--- src/rtl/rbm_result_reader.sv ---
// rbm_result_reader
//   Result-side consumer for the RBM core. On a rising edge of `finish` the packed score
//   vector is snapshotted, a signed argmax is computed one element per cycle, and the scores
//   are then streamed out one element per valid/ready handshake.
//
// Ports
//   clock, reset            single clock, synchronous active-high reset
//   finish                  core-done level; a rising edge starts a capture
//   OutputDataPort          packed scores, element i at [i*bitlength +: bitlength]
//   out_ready               downstream accepts the current element
//   out_valid/out_data/out_index/out_last   score stream
//   class_valid/class_index argmax of the most recent capture
//   busy                    capture, scan or stream in progress
//   overrun                 sticky: a capture edge arrived while busy
module rbm_result_reader #(
   parameter int unsigned output_dim      = 10,
   parameter int unsigned bitlength       = 12,
   parameter int unsigned index_bitlength = 4
) (
   input  logic                              clock,
   input  logic                              reset,
   input  logic                              finish,
   input  logic [output_dim*bitlength-1:0]   OutputDataPort,
   input  logic                              out_ready,
   output logic                              out_valid,
   output logic [bitlength-1:0]              out_data,
   output logic [index_bitlength-1:0]        out_index,
   output logic                              out_last,
   output logic                              class_valid,
   output logic [index_bitlength-1:0]        class_index,
   output logic                              busy,
   output logic                              overrun
);

   typedef enum logic [1:0] {StIdle, StScan, StSend} state_e;

   localparam logic [index_bitlength-1:0] LastIdx = index_bitlength'(output_dim - 1);
   // Index of the element preceding the final compare.
   localparam logic [index_bitlength-1:0] PenIdx  = index_bitlength'(output_dim - 2);
   localparam logic [index_bitlength-1:0] OneIdx  = index_bitlength'(1);

   state_e                       state_q, state_d;
   logic                         finish_d_q, finish_d_d;
   logic [bitlength-1:0]         snap_q [output_dim];
   logic [bitlength-1:0]         snap_d [output_dim];
   logic [index_bitlength-1:0]   idx_q, idx_d;
   logic [bitlength-1:0]         best_val_q, best_val_d;
   logic [index_bitlength-1:0]   best_idx_q, best_idx_d;
   logic [index_bitlength-1:0]   class_index_q, class_index_d;
   logic                         class_valid_q, class_valid_d;
   logic                         overrun_q, overrun_d;

   logic                         capture_evt;
   logic [index_bitlength-1:0]   scan_idx;
   logic [bitlength-1:0]         scan_val;
   logic                         scan_gt;
   logic                         send;

   assign capture_evt = finish & ~finish_d_q;
   // idx holds the last element already folded into best; SCAN compares the next one.
   assign scan_idx    = idx_q + OneIdx;
   assign scan_val    = snap_q[scan_idx];
   assign scan_gt     = $signed(scan_val) > $signed(best_val_q);
   assign send        = (state_q == StSend);

   always_comb begin
      state_d       = state_q;
      finish_d_d    = finish;
      snap_d        = snap_q;
      idx_d         = idx_q;
      best_val_d    = best_val_q;
      best_idx_d    = best_idx_q;
      class_index_d = class_index_q;
      class_valid_d = class_valid_q;
      overrun_d     = overrun_q;

      unique case (state_q)
         StIdle: begin
            if (capture_evt) begin
               for (int i = 0; i < int'(output_dim); i++) begin
                  snap_d[i] = OutputDataPort[i*bitlength +: bitlength];
               end
               idx_d         = '0;
               best_val_d    = OutputDataPort[bitlength-1:0];
               best_idx_d    = '0;
               class_valid_d = 1'b0;
               state_d       = StScan;
            end
         end
         StScan: begin
            // Strict greater-than keeps the lower index on ties.
            if (scan_gt) begin
               best_val_d = scan_val;
               best_idx_d = scan_idx;
            end
            idx_d = scan_idx;
            if (idx_q == PenIdx) begin
               class_index_d = scan_gt ? scan_idx : best_idx_q;
               class_valid_d = 1'b1;
               idx_d         = '0;
               state_d       = StSend;
            end
         end
         StSend: begin
            if (out_ready) begin
               if (idx_q == LastIdx) begin
                  idx_d   = '0;
                  state_d = StIdle;
               end else begin
                  idx_d = idx_q + OneIdx;
               end
            end
         end
         default: state_d = StIdle;
      endcase

      // A capture edge while busy is dropped but remembered.
      if (capture_evt && (state_q != StIdle)) begin
         overrun_d = 1'b1;
      end
   end

   always_ff @(posedge clock) begin
      if (reset) begin
         state_q       <= StIdle;
         finish_d_q    <= 1'b0;
         for (int i = 0; i < int'(output_dim); i++) begin
            snap_q[i] <= '0;
         end
         idx_q         <= '0;
         best_val_q    <= '0;
         best_idx_q    <= '0;
         class_index_q <= '0;
         class_valid_q <= 1'b0;
         overrun_q     <= 1'b0;
      end else begin
         state_q       <= state_d;
         finish_d_q    <= finish_d_d;
         snap_q        <= snap_d;
         idx_q         <= idx_d;
         best_val_q    <= best_val_d;
         best_idx_q    <= best_idx_d;
         class_index_q <= class_index_d;
         class_valid_q <= class_valid_d;
         overrun_q     <= overrun_d;
      end
   end

   // Stream outputs are forced to zero outside SEND so idle outputs are clean.
   assign out_valid   = send;
   assign out_data    = send ? snap_q[idx_q] : '0;
   assign out_index   = send ? idx_q : '0;
   assign out_last    = send && (idx_q == LastIdx);
   assign class_valid = class_valid_q;
   assign class_index = class_index_q;
   assign busy        = (state_q != StIdle);
   assign overrun     = overrun_q;

endmodule

--- config.mk ---
export PLATFORM = sky130hd
export DESIGN_NAME = rbm_result_reader
export DESIGN_NICKNAME = d
export VERILOG_FILES = /design/src/rtl/rbm_result_reader.sv
export SDC_FILE = /design/constraint.sdc
export NUM_CORES = 1
export LEC_CHECK = 0
export ABC_AREA = 1
export CAP_MARGIN = 40
export CORE_ASPECT_RATIO = 1.25
export CORE_MARGIN = 4
export CORE_UTILIZATION = 45
export CTS_CLUSTER_SIZE = 10
export DETAILED_ROUTE_END_ITERATION = 10
export GPL_TIMING_DRIVEN = 0
export PLACE_DENSITY = 0.73
export REMOVE_ABC_BUFFERS = 1
export SLEW_MARGIN = 20
export SYNTH_ARGS = -nofsm -noshare
export SYNTH_HDL_FRONTEND = slang
export SYNTH_SLANG_ARGS = --single-unit
export TNS_END_PERCENT = 5
--- constraint.sdc ---
create_clock -name clock -period 3.35 [get_ports clock]
set_clock_uncertainty 0.1 [all_clocks]
set_input_delay 0.8375 -clock clock [delete_from_list [all_inputs] [get_ports clock]]
set_output_delay 0.8375 -clock clock [all_outputs]
set_load 0.01 [all_outputs]
### After elaboration in Yosys (flattened, before gate mapping)

Cells that the tools add are included.

* flip-flop bits (word level): 149
* input bits: 124
* output and inout bits: 25

* add/sub/neg operators: 1
* magnitude comparators: 3
* equal/unequal tests: 9
* multiplexer cells: 26
* bitwise logic cells: 4
* reduce and logical (&&, ||, !) cells: 13

Operators by type and width (count)
* 12-bit binary-select mux with 4-bit select: 2
* 12-bit two-way mux: 7
* 4-bit two-way mux: 6
* 12-bit case mux with 2 select lines: 1
* 12-bit greater-than comparator: 1
* 4-bit case mux with 3 select lines: 1
* 5-bit >= comparator, second input constant: 2
* 4-bit NOT with 5-bit output: 2
* 3-bit AND reduction: 3
* 4-bit equality test, second input constant: 2
* 2-bit two-way mux: 4
* 2-bit inequality test, second input constant: 4
* 4-bit case mux with 2 select lines: 1
* 2-bit case mux with 3 select lines: 1
* 2-bit AND reduction: 3
* 4-bit by 1-bit adder with 4-bit output, second input constant: 1
* 4-bit AND reduction: 1
* 2-bit nonzero test: 2
* 3-bit nonzero test: 1
* 2-bit by 1-bit equality test with 1-bit output, second input constant: 1
* 2-bit equality test, second input constant: 1
* 1-bit logical AND: 2
* 2-bit logical NOT: 1
* 1-bit two-way mux: 2
* other kinds (4): 4

### Logic depth before layout (Yosys ltp)

* depth after elaboration: 8
* gate-level depth with buffers: 29

### Worst setup path after synthesis

No wires, ideal clock.

* path kind: register -> register
* start point: register idx_q[0]
* end point: register best_val_q[9]
* library setup time: 0.114 ns
* arrival: 3.326 ns
* path slack: -0.190 ns
* cell stages (with the launch flop): 25
* path buffers: 5
* cell sequence: dfxtp_1 buf_2 inv_2 buf_2 clkbuf_1 ha_1 inv_1 clkbuf_1 a21oi_1 o21ai_0 o211ai_1 nand3_1 nand2_2 ha_1 nand2_1 inv_2 a21oi_1 nand3_1 nand2_1 nand3_2 nand2_2 nand2_4 buf_6 nor2_1 nor2_2

* word-level cells in the longest chain between the ends: 8
* elaborated cells on any way between the ends: 10

Ends and longest elaborated chain
* from (decl): RTL line 46 `logic [index_bitlength-1:0] idx_q, idx_d;`
* from (signal assigned): RTL line 140 `idx_q <= idx_d;`
* 4-bit by 1-bit adder with 4-bit output *: RTL line 61 `assign scan_idx = idx_q + OneIdx;`
* 4-bit NOT with 5-bit output (not written as such) *: RTL line 62 `assign scan_val = snap_q[scan_idx];`
* 12-bit binary-select mux with 4-bit select *: RTL line 62
* 12-bit two-way mux (not written as such) * (2 in a row): RTL line 62
* 12-bit greater-than comparator: RTL line 63 `assign scan_gt = $signed(scan_val) > $signed(best_val_q);`
* 2-bit inequality test (no line)
* 3-bit AND reduction (no line)
* to (signal assigned): RTL line 141 `best_val_q <= best_val_d;`
* to (decl): RTL line 47 `logic [bitlength-1:0] best_val_q, best_val_d;`

Mark *: on every way between the ends. The rest lies on a longest branch, timed or not. The select of a mux whose other input is x is not followed.
A chain may end at the register's enable or synchronous reset.

### Final worst setup path

* start point: register idx_q[1]
* end point: register best_val_q[6]

The elaborated chain is that of the path after synthesis.

==> flow_metrics.tcl <==
set metrics [dict create \
    timing.final.ws_setup_ns -0.0416 \
    postCtsHoldBufs 0 \
    hp-start "snap_q[20]$_SDFFE_PP0P_" \
    ys_types 30 \
    io_buffer_count 148 \
    dp_hpwl_um 15700 \
    dieArea_sq_um 20500 \
    path_max_fanout 13 \
    clkSinkCount 149 \
    yosysTopAreaCell "dfxtp_1" \
    p_clk_frac 0.220 \
    synth_top_area_share 0.364 \
    first_pass_iters 5 \
    core_area_sq_um 17700 \
    synth_seq_cells 149 \
    clock_latency_ns 0.43 \
    ant_nets 0 \
    reg2reg_depth 21 \
    grt_antenna_before_repair 1 \
    critPathCaptureType "register" \
    io_pins 149 \
    path_class "register to register" \
    ys_warn_count 0 \
    status "complete, but fails checks" \
    p_sw_uw 3620 \
    ir_drop_uv 449 \
    p_comb_frac 0.498 \
    cap_violations 0 \
    htreeDepth 4 \
    p_sw_frac 0.422 \
    clockRootBuffer "clkbuf_16" \
    fin_cells 1596 \
    avgSynthCellArea_sq_um 6.64 \
    globalRouteOverflowTotal 0 \
    drc 0 \
    fmax_ghz 0.295 \
    worstPathRequired_ns 3.57 \
    clk_pin_slew_ns 0.06 \
    final_nets 1502 \
    max_slew_margin 0.463 \
    cts_made_buffers 17 \
    power_frac_seq 0.282 \
    grt_usage 0.258 \
    via_per_inst 5.57 \
    wire_per_inst_um 17.5 \
    syn_to_final_growth_pct 34.8 \
    r2r-start "idx_q[1]$_SDFFE_PP0P_" \
    crit_start "idx_q[1]$_SDFFE_PP0P_" \
    pre_cts_ws_ns -1.95 \
    vias 8884 \
    syn-cell-area_sq_um 8210 \
    p_leak_uw 0.00438 \
    synth_area_leaders "dfxtp_1 (36%), a21oi_1 (13%), o21ai_0 (13%), nand2_1 (8.0%), inv_1 (7.0%)" \
    grt_pass1_wl_um 42200 \
    min_path_type "register to register" \
    synth_seq_area_share 0.364 \
    violations "negative setup slack" \
    drv_slew 0 \
    power.density_nw_per_um2 775 \
    drtIter0Drc 845 \
    startpoint_type "register" \
    num_rows 54 \
    die-height_um 159 \
    initial_core_util 0.464 \
    synthCells 1235 \
    setup_violations 14 \
    grt_setup_unrepaired "yes" \
    finalCritPeriodShare 1.01 \
    power.internal_uw 4960 \
    grt_max_degree 166 \
    routed_wl_um 27900 \
    grt_pass1_vias 8175 \
    tritoncts "yes" \
    placedCellCount 1524 \
    clockBufferDepth 2 \
    fin_crit_ns 3.39 \
    hold_depth 2 \
    hold_violations 0 \
    gp_congestion 0.814 \
    worst_pin_slew_ns 0.805 \
    layout-drive-gt1-share 0.110 \
    critPathArrivalTime_ns 3.61 \
    die-width_um 129 \
]
## final timing paths
check,to,slack (ns)
max,best_val_q[6]$_SDFFE_PP0P_,-0.04
min,snap_q[20]$_SDFFE_PP0P_,0.36
max reg2reg,best_val_q[6]$_SDFFE_PP0P_,-0.04
min reg2reg,snap_q[20]$_SDFFE_PP0P_,0.36
## layer usage
layer,global-route usage,wire [um]
met2,0.421,13400
met1,0.326,11200
met4,0.124,1200
met3,0.0440,2100
met5,0,0
## metrics by stage
step | utilization | power (uW) | setup TNS [ns] | instance area [sq um] | hold WS (ns)
2_1_floorplan | - | 4800 | -130.29 | 7790 | 0.339
3_3_place_gp | 0.540 | 5640 | -527.95 | 9550 | 0.351
3_5_place_dp | 0.552 | 5730 | -42.06 | 9770 | 0.355
4_1_cts | 0.610 | 8100 | -0.755 | 10800 | 0.363
5_1_grt | 0.625 | 9130 | -3.07 | 11100 | 0.385
6_report | 0.625 | 8580 | -0.331 | 11100 | 0.363
## cell usage after synthesis, drive strengths merged
cell    count
inv       161
nor2       56
or2         2
o211ai     21
buf        29
nor3        2
nand4       4
xor2        1
dfxtp     149
a21oi     210
xnor2       1
ha         19
o21ai     233
clkbuf     64
o21a        5
nand3      77
nand2     201
## power by group through the flow
stage | logic [uW] | clock network (uW) | registers, uW
final | 4270 | 1890 | 2420
after global routing | 4690 | 1980 | 2460
after CTS | 3800 | 1900 | 2410
after detailed placement | 3220 | 0 | 2510
after global placement | 3080 | 0 | 2560
after floorplan | 2310 | 0 | 2490
## layout by cell type (no fill, tap or decap), types with 3 or more instances in the layout
cell             instances
nand3_1                 74
buf_6                   11
o211ai_1                21
dlymetal6s2s_1           7
nor2_1                  44
buf_16                   5
nor2_2                  10
nand2_8                  5
bufbuf_16                3
inv_2                    3
a21oi_1                207
o21ai_1                 30
o21ai_0                203
clkbuf_16               18
inv_8                    3
inv_1                  149
dfxtp_4                  3
nand4_1                  3
clkbuf_8                 3
clkinvlp_4               6
ha_1                    14
o21a_1                   5
buf_4                   22
a21oi_2                  3
clkdlybuf4s50_1        136
clkbuf_1                 4
dlygate4sd2_1            5
nand2_1                171
nand2_2                 28
dfxtp_1                145
ha_4                     5
## state kept, by name, indices dropped and copies added (netlist names)
signal,flops
idx_q,4
overrun,1
class_valid,1
best_idx_q,4
class_index,4
snap_q,120
state_q,2
finish_d_q,1
best_val_q,12
## cells by family after synthesis
group / synth area share
AO/OA/AOI/OAI: 0.294
AND/OR/NAND/NOR: 0.184
buffers and inverters: 0.124
flip-flops: 0.364
adder cells (fa/ha/maj): 0.0290
XOR/XNOR: 0.00534
## critical path: stages (launching register included)
cell and delay, ns:
dfxtp_4 0.39, buf_4 0.19, ha_1 0.25, xnor2_4 0.24, buf_4 0.30, o211ai_1 0.13
nand3_1 0.13, nand2_2 0.08, ha_1 0.28, nand2_1 0.06, inv_2 0.07, nand2_2 0.08
nor2_4 0.15, nand2_2 0.09, nand3_2 0.08, nand2_2 0.07, nand3_4 0.12, nand2_8 0.12
nand2_8 0.16, nand2_1 0.06, nand2_1 0.07, nor2_2 0.04
## timing repair
item,in CTS,in global routing
cloned,5,3
gates resized for setup,38,34
setup endpoints to repair,33,28
pin swaps,4,18
setup buffers,19,12
endpoints found under the hold margin,0,0
## layout make-up
| cell class | instances | area, sq um |
|---|---|---|
| clock inverter | 6 | 67.6 |
| antenna | 1 | 2.50 |
| tap | 224 | 280 |
| fill | 1623 | 6640 |
| timing repair buffer | 193 | 2090 |
| multi-input combinational | 835 | 4440 |
| sequential | 149 | 3000 |
| clock buffer | 25 | 507 |
| timing repair inverter | 2 | 20.0 |
| inverter | 161 | 666 |
Power figures use the tool's default switching activity.
